[src/rtl/viterbi_pkg.sv]
// Shared types and trellis helpers for the hard-decision Viterbi block decoder.
// Widths derive from (K, r, lenout) through the calc_* functions.
package viterbi_pkg;

    typedef enum logic [1:0] {ACS, TRACE, DONE} fsm_e;

    function automatic int calc_ns(input int k);
        return 1 << (k - 1);
    endfunction

    // Sentinel r*lenout+1 plus up to r*lenout of branch cost must fit without wrap
    function automatic int calc_w(input int rr, input int n);
        return $clog2(2 * rr * n + 2);
    endfunction

    localparam int R_DEF      = 2;
    localparam int K_DEF      = 3;
    localparam int LENOUT_DEF = 5;
    localparam int NS_DEF     = calc_ns(K_DEF);
    localparam int W_DEF      = calc_w(R_DEF, LENOUT_DEF);

    function automatic int next_state(input int s, input int b, input int ns);
        return ((s << 1) | b) % ns;
    endfunction

    function automatic int pred0(input int s, input int ns);
        return (s >> 1) + 0 * ns;
    endfunction

    function automatic int pred1(input int s, input int ns);
        return (s >> 1) + ns / 2;
    endfunction

    function automatic int hamming(input logic [31:0] x);
        int c;
        c = 0;
        for (int i = 0; i < 32; i++) c += int'(x[i]);
        return c;
    endfunction

endpackage

[src/rtl/viterbi_acs.sv]
// Add-compare-select for one trellis state; ties resolve to the p0 branch.
module viterbi_acs #(
    parameter int W = 5
) (
    input  logic [W-1:0] pm0,
    input  logic [W-1:0] pm1,
    input  logic [W-1:0] bm0,
    input  logic [W-1:0] bm1,
    output logic [W-1:0] pm_new,
    output logic         sel
);

    logic [W-1:0] c0, c1;

    assign c0     = pm0 + bm0;
    assign c1     = pm1 + bm1;
    assign sel    = (c1 < c0);
    assign pm_new = sel ? c1 : c0;

endmodule

[src/rtl/viterbi_decoder.sv]
// One-shot block Viterbi decoder: N ACS steps, N traceback steps, then hold
// the decoded block with vfinish until the next reset.
module viterbi_decoder
    import viterbi_pkg::*;
#(
    parameter int r      = 2,
    parameter int K      = 3,
    parameter int lenin  = 10,
    parameter int lenout = 5
) (
    input  logic                          clk,
    input  logic                          rst,
    input  logic [lenin-1:0]              vcodein,
    input  logic [calc_ns(K)*2*r-1:0]     vstate_out,
    output logic [lenout-1:0]             vcodeout,
    output logic                          vfinish
);

    localparam int NS = calc_ns(K);
    localparam int W  = calc_w(r, lenout);
    localparam int SW = K - 1;
    localparam int CW = (lenout > 1) ? $clog2(lenout) : 1;

    fsm_e                       st, st_nxt;
    logic [CW-1:0]              cnt, cnt_nxt;
    logic                       acs_en, tb_en, fin_set;
    logic [NS-1:0][W-1:0]       pm, pm_nxt;
    logic [NS-1:0]              sel;
    logic [lenout-1:0][NS-1:0]  surv;
    logic [r-1:0]               sym;
    logic [SW-1:0]              best, cur, tb_cur, pred_st;
    logic [W-1:0]               bpm;
    logic                       sbit;
    logic [lenout-1:0]          onehot;

    assign sym = r'(vcodein >> (lenin - r - r * int'(cnt)));

    for (genvar s = 0; s < NS; s++) begin : g_st
        localparam int P0 = pred0(s, NS);
        localparam int P1 = pred1(s, NS);
        localparam int B  = s % 2;
        logic [r-1:0] e0, e1;
        logic [W-1:0] bm0, bm1;

        assign e0  = vstate_out[(2*P0+B)*r +: r];
        assign e1  = vstate_out[(2*P1+B)*r +: r];
        assign bm0 = W'(hamming(32'(sym ^ e0)));
        assign bm1 = W'(hamming(32'(sym ^ e1)));

        viterbi_acs #(.W(W)) u_acs (
            .pm0    (pm[P0]),
            .pm1    (pm[P1]),
            .bm0    (bm0),
            .bm1    (bm1),
            .pm_new (pm_nxt[s]),
            .sel    (sel[s])
        );
    end

    // Minimum final metric; strict compare keeps the lowest index on ties
    always_comb begin
        best = '0;
        bpm  = pm[0];
        for (int i = 1; i < NS; i++) begin
            if (pm[i] < bpm) begin
                bpm  = pm[i];
                best = SW'(i);
            end
        end
    end

    assign tb_cur  = (cnt == CW'(lenout - 1)) ? best : cur;
    assign sbit    = surv[cnt][tb_cur];
    assign pred_st = SW'(sbit ? pred1(int'(tb_cur), NS) : pred0(int'(tb_cur), NS));
    assign onehot  = lenout'(1) << (lenout - 1 - int'(cnt));

    always_comb begin
        st_nxt  = st;
        cnt_nxt = cnt;
        acs_en  = 1'b0;
        tb_en   = 1'b0;
        fin_set = 1'b0;
        case (st)
            ACS: begin
                acs_en = 1'b1;
                if (cnt == CW'(lenout - 1)) st_nxt  = TRACE;
                else                        cnt_nxt = cnt + 1'b1;
            end
            TRACE: begin
                tb_en = 1'b1;
                if (cnt == '0) begin
                    st_nxt  = DONE;
                    fin_set = 1'b1;
                end else begin
                    cnt_nxt = cnt - 1'b1;
                end
            end
            default: ;
        endcase
    end

    always_ff @(posedge clk or posedge rst) begin
        if (rst) begin
            st       <= ACS;
            cnt      <= '0;
            cur      <= '0;
            vcodeout <= '0;
            vfinish  <= 1'b0;
            for (int i = 0; i < NS; i++)
                pm[i] <= (i == 0) ? '0 : W'(r * lenout + 1);
        end else begin
            st  <= st_nxt;
            cnt <= cnt_nxt;
            if (acs_en) pm <= pm_nxt;
            if (tb_en) begin
                vcodeout <= (vcodeout & ~onehot) | (tb_cur[0] ? onehot : '0);
                cur      <= pred_st;
            end
            if (fin_set) vfinish <= 1'b1;
        end
    end

    // Survivor bits need no reset; they are always written before traceback reads them
    always_ff @(posedge clk) begin
        if (acs_en) surv[cnt] <= sel;
    end

endmodule

[config.mk]
export PLATFORM = sky130hd
export DESIGN_NAME = viterbi_decoder
export DESIGN_NICKNAME = d
export VERILOG_FILES = /design/src/rtl/viterbi_pkg.sv /design/src/rtl/viterbi_acs.sv /design/src/rtl/viterbi_decoder.sv
export SDC_FILE = /design/constraint.sdc
export NUM_CORES = 1
export LEC_CHECK = 0
export BUFFER_PORTS_ARGS = -buffer_cell sky130_fd_sc_hd__clkbuf_2
export CAP_MARGIN = 20
export CORE_UTILIZATION = 66
export DETAILED_ROUTE_END_ITERATION = 8
export HOLD_SLACK_MARGIN = 0.15
export PLACE_DENSITY_LB_ADDON = 0.08
export RECOVER_POWER = 100
export SLEW_MARGIN = 20
export SYNTH_ARGS = -nofsm -noshare
export SYNTH_HDL_FRONTEND = slang
export SYNTH_SLANG_ARGS = --single-unit
[constraint.sdc]
create_clock -name clk -period 9.2 [get_ports clk]
set_clock_uncertainty 0.1 [all_clocks]
set_input_delay 0.92 -clock clk [delete_from_list [all_inputs] [get_ports clk]]
set_output_delay 0.92 -clock clk [all_outputs]
set_load 0.1 [all_outputs]
## After elaboration in Yosys (flattened, before gate mapping)

Cells that the tools add are included.

- Add/subtract/negate cells: 261
- Order comparisons: 10
- Equality and inequality tests: 6
- Shifts and indexed selects: 2
- Muxes and demuxes: 29
- Bitwise gates (word level): 11
- Reduce and logical (&&, ||, !) cells: 6

Operators with widths:

| operator | count |
|---|---|
| 5-bit by 1-bit adder with 5-bit output, second input constant | 216 |
| 4-bit by 1-bit adder with 5-bit output, second input constant | 8 |
| 5-bit adder | 8 |
| 5-bit < comparator | 7 |
| 5-bit two-way mux | 7 |
| 3-bit by 1-bit adder with 4-bit output, second input constant | 8 |
| 1-bit by 32-bit left shift with 5-bit output, first input constant | 1 |
| 10-bit by 32-bit right shift with 2-bit output | 1 |
| 2-bit by 1-bit adder with 3-bit output, second input constant | 8 |
| 20-bit bitwise mux | 1 |
| 1-bit by 1-bit adder with 2-bit output | 8 |
| 2-bit bitwise XOR | 8 |
| 4-bit binary-select mux with 3-bit select | 1 |
| 4-bit demux with 3-bit select | 1 |
| 2-bit two-way mux | 6 |
| 4-bit two-way mux | 2 |
| 2-bit != test, second input constant | 4 |
| 1-bit two-way mux | 6 |
| 3-bit two-way mux | 2 |
| 3-bit case mux with 2 select lines | 1 |
| 3-bit AND reduction | 2 |
| 5-bit AND | 1 |
| 5-bit NOT | 1 |
| 5-bit OR | 1 |
| other kinds (16) | 16 |

- Register bits after elaboration: 53
- Input bits: 28
- Logic and storage cells: 339

## Longest topological paths before layout

- Depth in word-level cells: 37
- Mapped depth: 21
- Mapped depth without buffers: 19

## Hierarchy

Synthesis repeated with hierarchy kept, for this count alone.

- Cells, all modules: 489
- Area total of the unflattened synthesis: 4,948.5 sq um

By module, submodules not included:

| module | instances | cells each | area each (sq um) | seq. area each (sq um) |
|---|---|---|---|---|
| viterbi_decoder | 1 | 273 | 3,116.7 | 1,437.6 |
| viterbi_acs | 4 | 54 | 457.9 | 0.0 |

## Worst setup path before layout

Ideal clock, no wire load.

- Path kind: reg-to-reg
- Start point: register cnt[1]
- End point: register pm[18] (netlist bit)
- Arrival: 4,552 ps
- Setup slack: 4,470 ps
- Stages on the path, launching flop included: 22
- Period minus slack after synthesis: 4,730 ps
- Cells stage by stage: dfrtp_1 -> clkbuf_1 -> inv_1 -> ha_1 -> ha_1 -> clkbuf_1 -> nand3b_1 -> a21oi_1 -> a31oi_1 -> o22ai_1 -> nand2_2 -> xnor2_1 -> fa_1 -> ha_1 -> inv_1 -> ha_1 -> a21o_1 -> a21o_1 -> a21o_1 -> a21oi_4 -> mux2_2 -> o21ai_0

- Longest elaborated chain between the ends: 37
- Elaborated cells on any way between the ends: 70
- Classes of those cells: add/sub: 65; order compare: 1; shift: 1; mux: 1; bitwise: 2

Ends and longest elaborated chain:

| element | line | source |
|---|---|---|
| start: declaration | viterbi_decoder.sv:25 | `logic [CW-1:0] cnt, cnt_nxt;` |
| start signal: assignment | viterbi_decoder.sv:113 | `cnt <= cnt_nxt;` |
| 4-bit by 4-bit subtractor with 5-bit output * | viterbi_decoder.sv:36 | `assign sym = r'(vcodein >> (lenin - r - r * int'(cnt)));` |
| 10-bit by 32-bit right shift with 2-bit output * | viterbi_decoder.sv:36 |  |
| 2-bit bitwise XOR (on tied branches) | viterbi_decoder.sv:48, viterbi_decoder.sv:47 |  |
| 1-bit by 1-bit adder with 2-bit output | viterbi_pkg.sv:37 | `for (int i = 0; i < 32; i++) c += int'(x[i]);` |
| 2-bit by 1-bit adder with 3-bit output | viterbi_pkg.sv:37 |  |
| 3-bit by 1-bit adder with 4-bit output | viterbi_pkg.sv:37 |  |
| 4-bit by 1-bit adder with 5-bit output | viterbi_pkg.sv:37 |  |
| 5-bit by 1-bit adder with 5-bit output (27 in series) | viterbi_pkg.sv:37 |  |
| 5-bit adder (on tied branches) | viterbi_acs.sv:16, viterbi_acs.sv:15 |  |
| 5-bit < comparator * | viterbi_acs.sv:17 | `assign sel = (c1 < c0);` |
| via g_st[3].u_acs.sel | viterbi_acs.sv:10 | `output logic sel` |
| 5-bit two-way mux * | viterbi_acs.sv:18 | `assign pm_new = sel ? c1 : c0;` |
| end signal: indexed assignment | viterbi_decoder.sv:110 | `pm[i] <= (i == 0) ? '0 : W'(r * lenout + 1);` |
| end signal: assignment | viterbi_decoder.sv:114 | `if (acs_en) pm <= pm_nxt;` |
| end: declaration | viterbi_decoder.sv:27 | `logic [NS-1:0][W-1:0] pm, pm_nxt;` |

Mark *: on every way through the listed nets, which the timed path passes. The rest lies on a longest branch.
A chain may end at the register's enable or synchronous reset.

## Final worst setup path

- Start point: register cnt[0]
- End point: register pm[18] (netlist bit)

Same word-level chain as after synthesis.

==> flow_summary_export.csv <==
group,metric,value,unit
clock_network,tritoncts,"done",
cells_and_area,nets,517,
placement,gp_congestion,0.893,
placement,dp_hpwl,7120,um
die,rows,28,
clock_network,holdBufCountCts,0,
synth,synth_seq_cells,53,
timing,hold_viol_final,0,
clock_network,clock_latency,0.31,ns
setup_path,critPathRequiredTime,9.34,ns
synth,synthMuxAreaShare,11.2,%
cells_and_area,regArea,1440,um^2
synth,synthSimpleGateAreaFrac,10.3,%
drt,drt-total-wl,9200,um
power,power.total,1900,uW
placement,placed_cells,509,
synth,synthTopCellsByArea,"dfrtp_1, edfxtp_1, ha_1",
synth,syn_inst,414,
drt,drc,0,
drt,vias_per_cell,6.04,
timing,min_period,6.26,ns
worst_hold_path,hp-class,"flop to flop",
clock_network,postCtsSetupRepairBufs,0,
drt,final_antenna_net_count,0,
grt,grtUsageTotal,30.7,%
power,peakVddDrop,344,uV
setup_path,timing.critical_path.from,"cnt[0]$_DFFE_PP0P_",
drt,dr.pass1.iters,4,
clock_network,clock_sinks,53,
timing,tightest_slew,1.93,ns
die,fp.dieArea,6700,um^2
synth,synth_top_area_share,14.3,%
cells_and_area,diodes,0,
synth,synthAdderAreaFrac,15.9,%
timing,slew_viol_final,34,
synth,ys_warn_count,0,
synth,synth_xor_area_share,8.73,%
synth,syn_nets,490,
die,fp.dieH,81.9,um
power,leakage,0.00197,uW
drt,via_count,3123,
clock_network,ctsResizeCount,0,
clock_network,clk_path_buf_depth,2,
setup_path,r2r-end,"pm[18]$_DFFE_PP1P_",
timing,setup_ws,2.94,ns
setup_path,critPathArrivalTime,6.41,ns
die,die_x,81.9,um
cells_and_area,multiInputGateArea,2510,um^2
timing,fmax,160,MHz
synth,yosys_most_used_dff,"dfrtp_1",
cells_and_area,fin_cells,517,
timing,fin_tns_setup,0,ns
timing,holdWs,0.416,ns
timing,slew_headroom,-28.8,%
power,powerDensity,428,nW/um^2
setup_path,regToRegStartpoint,"cnt[0]$_DFFE_PP0P_",
die,ioPinCount,34,
clock_network,htree_num_levels,2,
cells_and_area,syn_to_final_growth,5.23,%
timing,period_share,68.1,%
synth,synth-edff-count,20,
run_status,status,"finished with violations",
synth,synth_top_family_by_area,"adder cells",
timing,rsz0062_at_grt,"no",
die,initial_core_util,69.9,%
synth,synthTopCellsByCount,"ha_1, inv_1, nand2_1, xnor2_1, o21ai_0",
setup_path,path_max_fanout,18,
setup_path,crit_top_cell,"ha_1",
grt,antenna_found_initial,0,
clock_network,cts_inserted_buffers,5,
setup_path,rrSetupSlack,2.94,ns
synth,seq_area_frac_synth,34.1,%
setup_path,worstSetupEndpointType,"flop",
grt,grt_pass1_wl,15300,um
synth,yosysMostFrequentCell,"ha_1",
synth,synth_cell_types,50,
setup_path,crit_path_top_delay_cell,"dfrtp_1",
cells_and_area,fillerInstances,448,
clock_network,clk_pin_slew,0.10,ns
grt,grt_max_degree,40,
die,core,6030,um^2
run,max-cap-violations,1,
clock_network,cts-root-buf,"clkbuf_8",
placement,io_buffers,33,
setup_path,cpPeakStageDelay,0.84,ns
cells_and_area,drive_above_1_share,16.1,%
timing,finalSetupViolCount,0,
drt,wl_per_cell,17.8,um
grt,grt-ovfl-total,0,
setup_path,worst_r2r_path_depth,19,
worst_hold_path,hold_depth,1,
synth,syn_area,4210,um^2
run_status,violations,"capacitance limit, slew limit",
synth,async_reset_ff_share,62.3,%
synth,yosys.area.top_type,"dfrtp_1",
setup_path,cp_cell_sequence,"inv_1 -> ha_1 -> ha_1 -> nand3b_1 -> a21oi_1 -> a31oi_1 -> o22ai_1 -> nand2_1 -> xnor2_1 -> fa_1 -> ha_1 -> inv_1 -> ha_1 -> a21o_1 -> a21o_1 -> a21o_1 -> a21oi_1 -> mux2_2 -> o21ai_0",
synth,avgSynthCellArea,10.2,um^2
setup_path,start_kind,"flop",
grt,grt_pass1_vias,3185,
setup_path,worstSetupPathType,"flop to flop",
synth,synth-compound-area-share,15.2,%
placement,post-place-ws,3.59,ns
drt,drt_iter0_markers,204,
## critical path, delay by kind of cell, from the launching register on
kind | cells | cell delay [ns]
buf+inv | 2 | 0.36
compound gates | 8 | 1.91
simple gates | 2 | 0.51
mux | 1 | 0.41
flops | 1 | 0.84
fa+ha+maj | 5 | 1.78
xor+xnor | 1 | 0.26
## flip-flops by register name, summed over array words and instances, names as in the netlist, named ones only
| name | cells |
|---|---|
| pm | 20 |
| surv | 20 |
| cnt | 3 |
| cur | 2 |
| st | 2 |
| vfinish | 1 |
## worst max path at each step
stage | end | slack, ns
after floorplan | pm[18]$_DFFE_PP1P_ | 4.47
after global placement | pm[18]$_DFFE_PP1P_ | 3.78
final | pm[18]$_DFFE_PP1P_ | 2.94
after detailed placement | pm[18]$_DFFE_PP1P_ | 3.59
after global routing | pm[13]$_DFFE_PP1P_ | 2.51
after CTS | pm[13]$_DFFE_PP1P_ | 3.56
## cell usage in the layout, fill, tap and decap left out, types with 14 or more instances in the layout
cell type,netlist,routed
inv_1,35,35
xor2_1,14,14
mux2_2,17,17
nand2_1,34,35
edfxtp_1,20,20
a21o_1,16,16
ha_1,39,39
o21ai_0,25,33
dfrtp_1,24,24
mux2i_1,22,22
clkbuf_2,0,27
xnor2_1,28,28
nand3_1,21,21
## routing by layer
metal  global-route usage [%]  up-vias  share of wire [%]
met5                        0        -                  0
met4                     11.9        0                2.3
met3                     3.89       18                4.0
met2                     52.6       74                 49
met1                     39.1     1515                 44
li1                         -     1516                  -
## where the power goes
part           leakage (uW)  switching (uW)  internal, uW  total (uW)
combinational       0.00137             708           567        1270
clock             0.0000445            83.0          54.2         137
sequential         0.000554             112           373         485
## kinds of logic (layout without fill, tap and decap cells)
family | after synthesis | in the layout
fa+ha+maj | 48 | 48
mux | 42 | 42
compound gates | 87 | 87
xor+xnor | 42 | 42
simple gates | 92 | 92
buf+inv | 50 | 78
flops | 53 | 53
## area by class of cell
class                           count  share of cell area (%)
Clock buffer                        5                    1.55
Inverter                           35                    2.96
Tap cell                           75                    2.12
Sequential cell                    53                    32.4
Clock inverter                      3                   0.480
Multi-Input combinational cell    311                    56.6
Timing Repair Buffer               35                    3.81
## stage by stage
stage	instance area, um^2	utilization (%)
floorplan	4210	-
global placement	4430	73.4
detailed placement	4430	73.4
CTS	4520	74.9
global route	4430	73.5
finish	4430	73.5
Note: power is estimated with default switching activity, not from simulation.
